`src/rtl/uart_tx_arb.sv`:
```
// Round-robin arbiter feeding three byte sources into one UART transmitter.
// Optional REQ-state timeout is enabled by defining UART_TX_ARB_TIMEOUT_EN.
`timescale 1ns/1ps

module uart_tx_arb (
  input  logic        clk,
  input  logic        rst_n,
  input  logic [2:0]  req_valid,
  input  logic [23:0] req_data,
  output logic [2:0]  req_ready,
  input  logic        tx_busy,
  output logic        tx_req,
  output logic [7:0]  byte_out,
  output logic [1:0]  grant_id,
  output logic        timeout_err
);

  typedef enum logic [1:0] {
    IDLE = 2'd0,
    REQ  = 2'd1,
    XMIT = 2'd2
  } state_t;

  state_t      state_r, state_s;
  logic        tx_req_r, tx_req_s;
  logic [7:0]  byte_r, byte_s;
  logic [1:0]  grant_r, grant_s;
  logic [1:0]  last_r, last_s;
  logic [1:0]  win_s, cand_s;
  logic        found_s;
  logic        can_grant_s;
`ifdef UART_TX_ARB_TIMEOUT_EN
  logic [7:0]  cnt_r, cnt_s;
  logic        terr_r, terr_s;
`endif

  function automatic logic [1:0] next_idx(input logic [1:0] idx);
    case (idx)
      2'd0:    next_idx = 2'd1;
      2'd1:    next_idx = 2'd2;
      default: next_idx = 2'd0;
    endcase
  endfunction

  // Round-robin search starting one past the last completed grant
  always_comb begin
    win_s   = 2'd0;
    found_s = 1'b0;
    cand_s  = next_idx(last_r);
    for (int k = 0; k < 3; k++) begin
      if (!found_s && req_valid[cand_s]) begin
        win_s   = cand_s;
        found_s = 1'b1;
      end else begin
        found_s = found_s;
      end
      cand_s = next_idx(cand_s);
    end
  end

  assign can_grant_s = rst_n && (state_r == IDLE) && !tx_busy && found_s;

  // One-hot ready for the winner only while a grant is possible
  always_comb begin
    req_ready = 3'b000;
    if (can_grant_s) begin
      case (win_s)
        2'd0:    req_ready = 3'b001;
        2'd1:    req_ready = 3'b010;
        2'd2:    req_ready = 3'b100;
        default: req_ready = 3'b000;
      endcase
    end else begin
      req_ready = 3'b000;
    end
  end

  // Next-state and next-output logic
  always_comb begin
    state_s  = state_r;
    tx_req_s = tx_req_r;
    byte_s   = byte_r;
    grant_s  = grant_r;
    last_s   = last_r;
`ifdef UART_TX_ARB_TIMEOUT_EN
    cnt_s    = cnt_r;
    terr_s   = 1'b0;
`endif
    case (state_r)
      IDLE: begin
        if (can_grant_s) begin
          byte_s   = req_data[{win_s, 3'b000} +: 8];
          grant_s  = win_s;
          tx_req_s = 1'b1;
          state_s  = REQ;
`ifdef UART_TX_ARB_TIMEOUT_EN
          cnt_s    = 8'd0;
`endif
        end else begin
          state_s = IDLE;
        end
      end
      REQ: begin
        if (tx_busy) begin
          tx_req_s = 1'b0;
          state_s  = XMIT;
        end
`ifdef UART_TX_ARB_TIMEOUT_EN
        // Transmitter never answered: drop the byte and move the pointer on
        else if (cnt_r == 8'd255) begin
          tx_req_s = 1'b0;
          terr_s   = 1'b1;
          last_s   = grant_r;
          state_s  = IDLE;
        end else begin
          cnt_s = cnt_r + 8'd1;
        end
`else
        else begin
          state_s = REQ;
        end
`endif
      end
      XMIT: begin
        if (!tx_busy) begin
          last_s  = grant_r;
          state_s = IDLE;
        end else begin
          state_s = XMIT;
        end
      end
      default: begin
        tx_req_s = 1'b0;
        state_s  = IDLE;
      end
    endcase
  end

  // State and output registers with synchronous active-low reset
  always_ff @(posedge clk) begin
    if (!rst_n) begin
      state_r  <= IDLE;
      tx_req_r <= 1'b0;
      byte_r   <= 8'h00;
      grant_r  <= 2'd0;
      last_r   <= 2'd2;
    end else begin
      state_r  <= state_s;
      tx_req_r <= tx_req_s;
      byte_r   <= byte_s;
      grant_r  <= grant_s;
      last_r   <= last_s;
    end
  end

`ifdef UART_TX_ARB_TIMEOUT_EN
  // Timeout counter and error pulse registers
  always_ff @(posedge clk) begin
    if (!rst_n) begin
      cnt_r  <= 8'd0;
      terr_r <= 1'b0;
    end else begin
      cnt_r  <= cnt_s;
      terr_r <= terr_s;
    end
  end

  assign timeout_err = terr_r;
`else
  assign timeout_err = 1'b0;
`endif

  assign tx_req   = tx_req_r;
  assign byte_out = byte_r;
  assign grant_id = grant_r;

endmodule

```
`config.mk`:
```
export PLATFORM = sky130hd
export DESIGN_NAME = uart_tx_arb
export DESIGN_NICKNAME = d
export VERILOG_FILES = /design/src/rtl/uart_tx_arb.sv
export SDC_FILE = /design/constraint.sdc
export NUM_CORES = 1
export LEC_CHECK = 0
export BUFFER_PORTS_ARGS = -buffer_cell sky130_fd_sc_hd__buf_2
export CAP_MARGIN = 5
export CORE_UTILIZATION = 42
export DETAILED_ROUTE_END_ITERATION = 10
export HOLD_SLACK_MARGIN = 0.1
export PLACE_DENSITY = 0.77
export SLEW_MARGIN = 40
export SYNTH_ARGS = -nofsm -noshare
export SYNTH_HDL_FRONTEND = slang
export SYNTH_SLANG_ARGS = --single-unit
export TNS_END_PERCENT = 5
```
`constraint.sdc`:
```
create_clock -name clk -period 1.4 [get_ports clk]
set_input_delay 0.14 -clock clk [delete_from_list [all_inputs] [get_ports clk]]
set_output_delay 0.14 -clock clk [all_outputs]
set_load 0.005 [all_outputs]
```
==> summary.md, run 1 <==
The checks that failed: negative setup slack. The number of top-level pins was 45; the number of violations of the max-capacitance limit was 0. Counting distinct cell types in the post-synthesis netlist gives 31. The flow ran to the end, but the final reports show violations. At the end of routability-driven placement, the weighted congestion stood at 0.772. The number of antenna violations at the first check in global routing was 0.

Number of nets at the end of the flow: 172. On the worst path, the slowest cell contributes a delay of 360 ps. For the number of iterations in the first detailed-routing pass, the log shows 4. Data arrives at the worst endpoint at 1430 ps. After the first detailed-routing iteration, the DRC count stood at 14.

The post-synth net total was 113; the count of synthesis-stage warnings from yosys was 0. The synthesized area is 777 sq um. The worst setup path is of the flop to output port kind.

The logs give 2030 sq um for the die footprint and 83 for the synthesized instance count. The mean post-synth cell area works out to 9.36 sq um. Clock-pin slew was measured on the worst setup and hold paths at 90 ps. Fraction of the core area covered by cells at the end of the flow: 67.2%. The required arrival time at the worst endpoint came out at 1260 ps. The detailed-route wire length was 2170 um. The tools report the final max-slew violation count as 0. The library cell contributing the largest single delay on the critical path is nor4b_4. The number of H-tree levels was 1. The tools report the critical path startpoint category as a flop. The total of flip-flops plus latches after synthesis came out at 15.

The peak fanout along the critical path is 2. The analysis attributes to cell leakage a power of 0.552 nW. After global routing the overflow that remains totals 0.

The tree is rooted in a clkbuf_4. IR analysis of the VDD net gives a maximum drop of 0.565 mV. At the later pin of the worst-skew pair, clock insertion delay measures 270 ps.

The final critical-path setup slack came out at -169 ps. In this run, CTS created clock tree buffers numbering 3. After filler insertion, the fill cell instance count of the layout stands at 147.

For the via count of the first global-routing pass, the log shows 797. For this configuration, the core starts out at a cell density of 45.0%. Detailed placement finished with a half-perimeter wire length of 1510 um. TritonCTS built the clock tree. Of the cells placed in the final design, the portion with a size suffix greater than 1 is 51.1%.

The tools report the count of antenna diodes in the layout as 0. Most common cell after layout, fill and taps aside: buf_2. Setup repair after global routing could not meet its margin everywhere.

The critical path goes through nor4b_4 -> buf_4 -> and3_4 -> buf_6. Endpoint kind of the worst setup timing path: an output port. The number of placed instances, taps included, is 153. The logs give 0 for the number of endpoints with negative hold slack in the final report and 2 for the maximum count of clock buffers along a single path. After synthesis, flip-flops and latches occupy 38.6% of the total area. Across the whole layout, storage elements account for 304 sq um. Leaving out fill and tap cells, the most frequent cells in the layout are buf_2, buf_4, dfxtp_1. The tools report the global routing usage summed across all routing layers as 22.8%.

Entering global routing, the biggest net connects 11 pins. The post-route antenna net violation count came out at 0. The worst-case register-to-register setup slack is -10 ps, and the total negative setup slack is -449 ps. In this run the core area contains 15 standard-cell rows.

The tools report the achievable frequency as 0.637 GHz. The die span in x was 45.0 um. Between clock sinks in the finished design, the worst skew comes to 3.59 ps. The vertical die dimension came out at 45.0 um.

The tools report the number of remaining DRC errors as 0. Dividing the final minimum period by the clock period gives 112%. The tools report the clock net sink count as 15. Path category of the worst min-delay check: primary input to flop. Dividing the detail-routed via count by the number of cells gives 5.16.

The run gives 455 sq um as the multi-input logic area. The average wire length per cell after detail routing is 13.1 um. The first global-routing pass estimated 3420 um of wire. Excluding fillers, the count of instances in the completed layout stands at 166. The area growth from synthesis to final layout works out to 49.3%. The power density over cell area is 810 nW/um^2.

Count of input and output buffers: 43. The final setup violation count was 5; the vias after detailed routing was 857. The post-layout minimum cycle time is 1570 ps, and the sum of internal, switching and leakage power is 0.939 mW. After floorplanning, the core was sized to cover 1730 sq um.
==> timing repair <==
action	in CTS	in global routing
cloned	0	0
hold buffers	2	0
pin swaps	4	2
buffers inserted	7	0
gates resized for setup	7	3
endpoints found under the hold margin	2	0
setup endpoints to repair	3	12
==> layer usage <==
metal | up-vias | track usage, % | routed length, um
li1 | 430 | - | -
met1 | 393 | 31.1 | 990
met2 | 30 | 37.1 | 1060
met3 | 4 | 3.20 | 98
met4 | 0 | 7.27 | 25
met5 | - | 0 | 0
==> final timing paths <==
kind	startpoint	end	cells after the start
setup / recovery	state_r[1]$_SDFF_PN0_	req_ready[1]	4
hold / removal	req_data[14]	byte_out[6]$_SDFFE_PN0P_	3
setup reg to reg	state_r[1]$_SDFF_PN0_	byte_out[0]$_SDFFE_PN0P_	6
hold reg to reg	byte_out[5]$_SDFFE_PN0P_	byte_out[5]$_SDFFE_PN0P_	2
==> flip-flops by register name, indices dropped and copies added, names as in the netlist <==
name,cells
byte_out,8
grant_id,2
last_r,2
state_r,2
tx_req,1
==> critical path, delay by kind of cell (launching register included) <==
kind / cells / cell delay, ps
and+or+nand+nor: 2 / 550
DFF: 1 / 340
buffers and inverters: 2 / 270
==> final cells by class <==
cell class,instances,area share [%]
Tap cell,25,2.70
Sequential cell,15,26.2
Inverter,1,0.324
Clock buffer,4,2.27
Multi-Input combinational cell,63,39.3
Timing Repair Buffer,58,29.2
==> metrics by stage <==
step                      setup slack (ps)  instance area (sq um)  hold slack (ps)
final                                 -169                   1160             96.6
after global routing                  -229                   1160              101
after CTS                             -152                   1160              100
after detailed placement              18.7                   1040              384
after global placement                64.7                   1040              362
after floorplan                        141                    777              218
==> cells by family after synthesis <==
family / synth area share (%)
other cells: 0.483
simple gates: 24.2
compound gates: 28.5
xor+xnor: 1.13
flops: 38.6
mux: 2.58
buf+inv: 4.51
==> cells in the mapped netlist, drive strengths merged <==
cell | number | area (sq um)
nand3 | 7 | 35.0
buf | 4 | 31.3
nor3b | 1 | 7.51
inv | 1 | 3.75
dfxtp | 15 | 300
o22ai | 1 | 12.5
nor4 | 1 | 6.26
a22o | 1 | 8.76
nor4b | 1 | 23.8
mux2i | 2 | 20.0
o21ai | 9 | 48.8
and3 | 2 | 12.5
a21oi | 7 | 35.0
conb | 1 | 3.75
a21boi | 1 | 7.51
nor2 | 6 | 22.5
xor2 | 1 | 8.76
nand2 | 4 | 22.5
and2b | 1 | 7.51
nand2b | 1 | 6.26
a32o | 5 | 50.1
o2bb2ai | 1 | 8.76
or3 | 1 | 11.3
a22oi | 6 | 50.1
nor2b | 2 | 27.5
nor3 | 1 | 5.00
==> where the power goes <==
group	internal, mW	total, mW	switching [mW]	leakage (nW)
combinational	0.126	0.230	0.104	0.413
clock	0.110	0.240	0.129	0.0150
sequential	0.453	0.470	0.0167	0.123
total	0.689	0.939	0.250	0.552
Note: power is estimated with default switching activity, not from simulation.
==> run 2: changes to the inputs <==
==> constraint.sdc (replaced) <==
create_clock -name clk -period 1.4 [get_ports clk]
set_input_delay 0.42 -clock clk [delete_from_list [all_inputs] [get_ports clk]]
set_output_delay 0.42 -clock clk [all_outputs]
set_load 0.005 [all_outputs]
==> summary.md, run 2 (synthesized netlist as in run 1, its figures left out) <==
The flow ran to the end, but the final reports show violations. The checks that failed: negative setup slack. The tools report the number of antenna violations at the first check in global routing as 0 (unchanged). The number of nets at the end of the flow came out at 176 (+2.3%). The flip-flop count of the largest register after layout is 8 (unchanged), and the mean number of vias per cell is 5.12 (-0.76%).

The cell type group with the largest total delay on the critical path is simple AND/OR/NAND/NOR gates. Start point of the critical path: state_r[1]$_SDFF_PN0_. Die span in x: 45.0 um (unchanged). The maximum single-stage delay on the critical path works out to 370 ps (about the same). The logs give 45 (unchanged) for the number of top-level pins and 49.1% (-0.9 points) for the sequential fraction of design power. Length of routed wiring on met1: 953 um (-3.7%).

Highest metal layer with signal wires: met4. The path category of the worst min-delay check was primary input to flop. Peak fanout along the critical path: 3 (+1). Leaving out fill and tap cells, the most frequent cells in the layout are buf_2, buf_4, dfxtp_1. The count of antenna diodes in the layout was 0 (unchanged).

Power density over cell area: 804 nW/um^2 (-0.72%). The worst clock skew is 1.03 ps (-2.57 ps). The achievable frequency was 0.560 GHz (-12%); the routed wire length on met2 was 1130 um (+7.4%).

The site row count is 15 (unchanged), and the share of layout cells above drive strength 1 is 54.5% (+3.4 points). The final critical-path share of the clock period is 127% (+15 points). The run gives 26.4% (+0.9 points) as the portion of total power attributed to the clock network. The area growth from synthesis to layout is 52.5%. The run gives 0.692 mW (+0.36%) as the internal portion of total power. Weighted congestion reported at the end of routability-driven placement: 0.834 (+8.1%).

The library cell contributing the largest single delay on the critical path was nor4b_4. The worst setup path is captured at an output port. The startpoint of the lowest-slack hold path is req_data[17].

For the number of violations of the max-capacitance limit, the log shows 0 (unchanged). Total clock buffers created by CTS: 3 (unchanged). Clock root buffer: clkbuf_4. For the violation count after the first detailed-routing iteration, the log shows 22 (+8). Number of endpoints with negative hold slack in the final report: 0 (unchanged).

The leakage component of the power is 0.576 nW (+4.4%), and the hold-fix buffer count after cts is 0 (-2). The power share of the combinational group was 24.4% (about the same); the post-layout minimum cycle time was 1780 ps (+215 ps). The maximum count of clock buffers along a single path came out at 2 (unchanged). Clock-pin slew reported for the worst setup and hold paths after clock tree synthesis: 90 ps (about the same). Number of placed cells counting well taps: 164 (+7.2%).

Clock insertion delay at the later pin of the skew report: 280 ps (about the same). The sum of internal, switching and leakage power was 0.952 mW (+1.4%). The run gives 0.735 mV (+30%) as the worst vdd rail ir drop. The average wire length per cell after detail routing was 12.9 um (-0.96%); the die footprint was 2030 sq um (unchanged).

The required arrival time at the worst endpoint was 980 ps (-280 ps); the via count of the first global-routing pass was 771 (-3.3%). Total congestion overflow: 0 (unchanged). The tools report the detailed-route wire length as 2200 um (+1.4%). The number of remaining DRC errors came out at 0 (unchanged). The logs give 15 (unchanged) for the clock net sink count and 1740 um (+15%) for the half-perimeter wire length of the detailed placement result.

The number of fillers in the final layout was 148 (+0.68%); the data arrival time of the critical path was 1360 ps (-70 ps). The tools report the global routing usage summed across all routing layers as 23.9% (+1.0 points). The logs give 0.261 mW (+4.3%) for the switching power total and 0 (unchanged) for the post-route antenna net violation count.

The global-route wire length before repair is 3410 um (-0.20%). Walking the worst path, the cells encountered are nor4b_4 -> and3_4 -> buf_2. Total buffers and inverters traversed by the critical path: 1 (-1). The startpoint of the most critical register-to-register path is state_r[1]$_SDFF_PN0_. The run gives -385 ps (-215 ps) as the final critical-path setup slack. The final setup violation count is 6 (+1), and the pin count of the biggest net entering global routing is 14 (+3). The tools report the critical path startpoint category as a flop. The number of H-tree levels was 1 (unchanged); the initial core utilization was 45.0% (unchanged). For the worst hold margin, the log shows 366 ps (+270 ps).

The switching power as a share of total power was 27.4% (+0.77 points); the vias after detailed routing was 871 (+1.6%). The final max-slew violation count was 0 (unchanged); the number of iterations in the first detailed-routing pass was 6 (+2). The most common cell after layout, fill and taps aside was buf_2. The run gives 83 um (-15%) as the wire length on met3. The vertical die dimension is 45.0 um (unchanged), and the setup slack at placement is -314 ps (-332 ps).

For the fraction of the core area covered by cells at the end of the flow, the log shows 68.6% (+1.4 points). Category of the critical setup timing path: flop to output port. The count of input and output buffers is 43 (unchanged).

The tools report the worst-case register-to-register setup slack as -110 ps (-100 ps). Setup repair after global routing could not meet its margin everywhere. TritonCTS built the clock tree.

The logs give 170 (+2.4%) for the final cell count without fillers and 1730 sq um (unchanged) for the placeable core area.
[run 2: changes by cell type in the layout (fill, tap and decap cells not counted), moves of 2 or more]
cell           before  now
dlygate4sd3_1       2    0
a21oi_1             7    5
a21oi_2             0    2
buf_4              13   18
[run 2: timing repair]
action | in CTS | in global routing
setup buffers | 2 | 0
setup endpoints to repair | 6 | 13
gates resized for setup | 5 | 4
pin swaps | 2 | 2
[run 2: stage by stage]
| stage | TNS, ps | cell area, sq um |
|---|---|---|
| floorplan | -262 | 785 |
| global route | -2490 | 1180 |
| detailed placement | -2790 | 1120 |
| finish | -1320 | 1180 |
| CTS | -1390 | 1170 |
| global placement | -2390 | 1120 |
[run 2: worst paths after layout]
path,end,depth (start not counted)
worst max-delay path,req_ready[1],3
worst min-delay path,byte_out[1]$_SDFFE_PN0P_,3
worst max register to register,byte_out[2]$_SDFFE_PN0P_,6
worst min register to register,byte_out[4]$_SDFFE_PN0P_,2
[run 2: layer usage]
| metal | global-route usage, % | vias up |
|---|---|---|
| li1 | - | 435 |
| met1 | 30.4 | 408 |
| met2 | 39.7 | 24 |
| met3 | 4.40 | 4 |
| met4 | 9.09 | 0 |
| met5 | 0 | - |
[run 2: layout make-up]
type | count | area, sq um | share of cell area [%]
repair buffers | 62 | 362 | 30.5
well taps | 25 | 31.3 | 2.64
clock buffers | 4 | 26.3 | 2.22
flip-flops and latches | 15 | 303 | 25.6
multi-input cells | 63 | 459 | 38.8
inverters | 1 | 3.75 | 0.317
[run 2: power groups by stage]
stage	clock network (mW)	logic, mW	registers (mW)
2_1_floorplan	0	0.105	0.481
6_report	0.252	0.233	0.468
4_1_cts	0.252	0.230	0.468
5_1_grt	0.283	0.257	0.472
3_5_place_dp	0	0.222	0.477
3_3_place_gp	0	0.216	0.477
[run 2: worst reg2reg max path: stages (launching register included)]
cell and delay, ps:
dfxtp_2 350, nor4b_4 370, nand2_4 120, buf_4 160, buf_6 140, a22oi_2 180
o2bb2ai_1 90
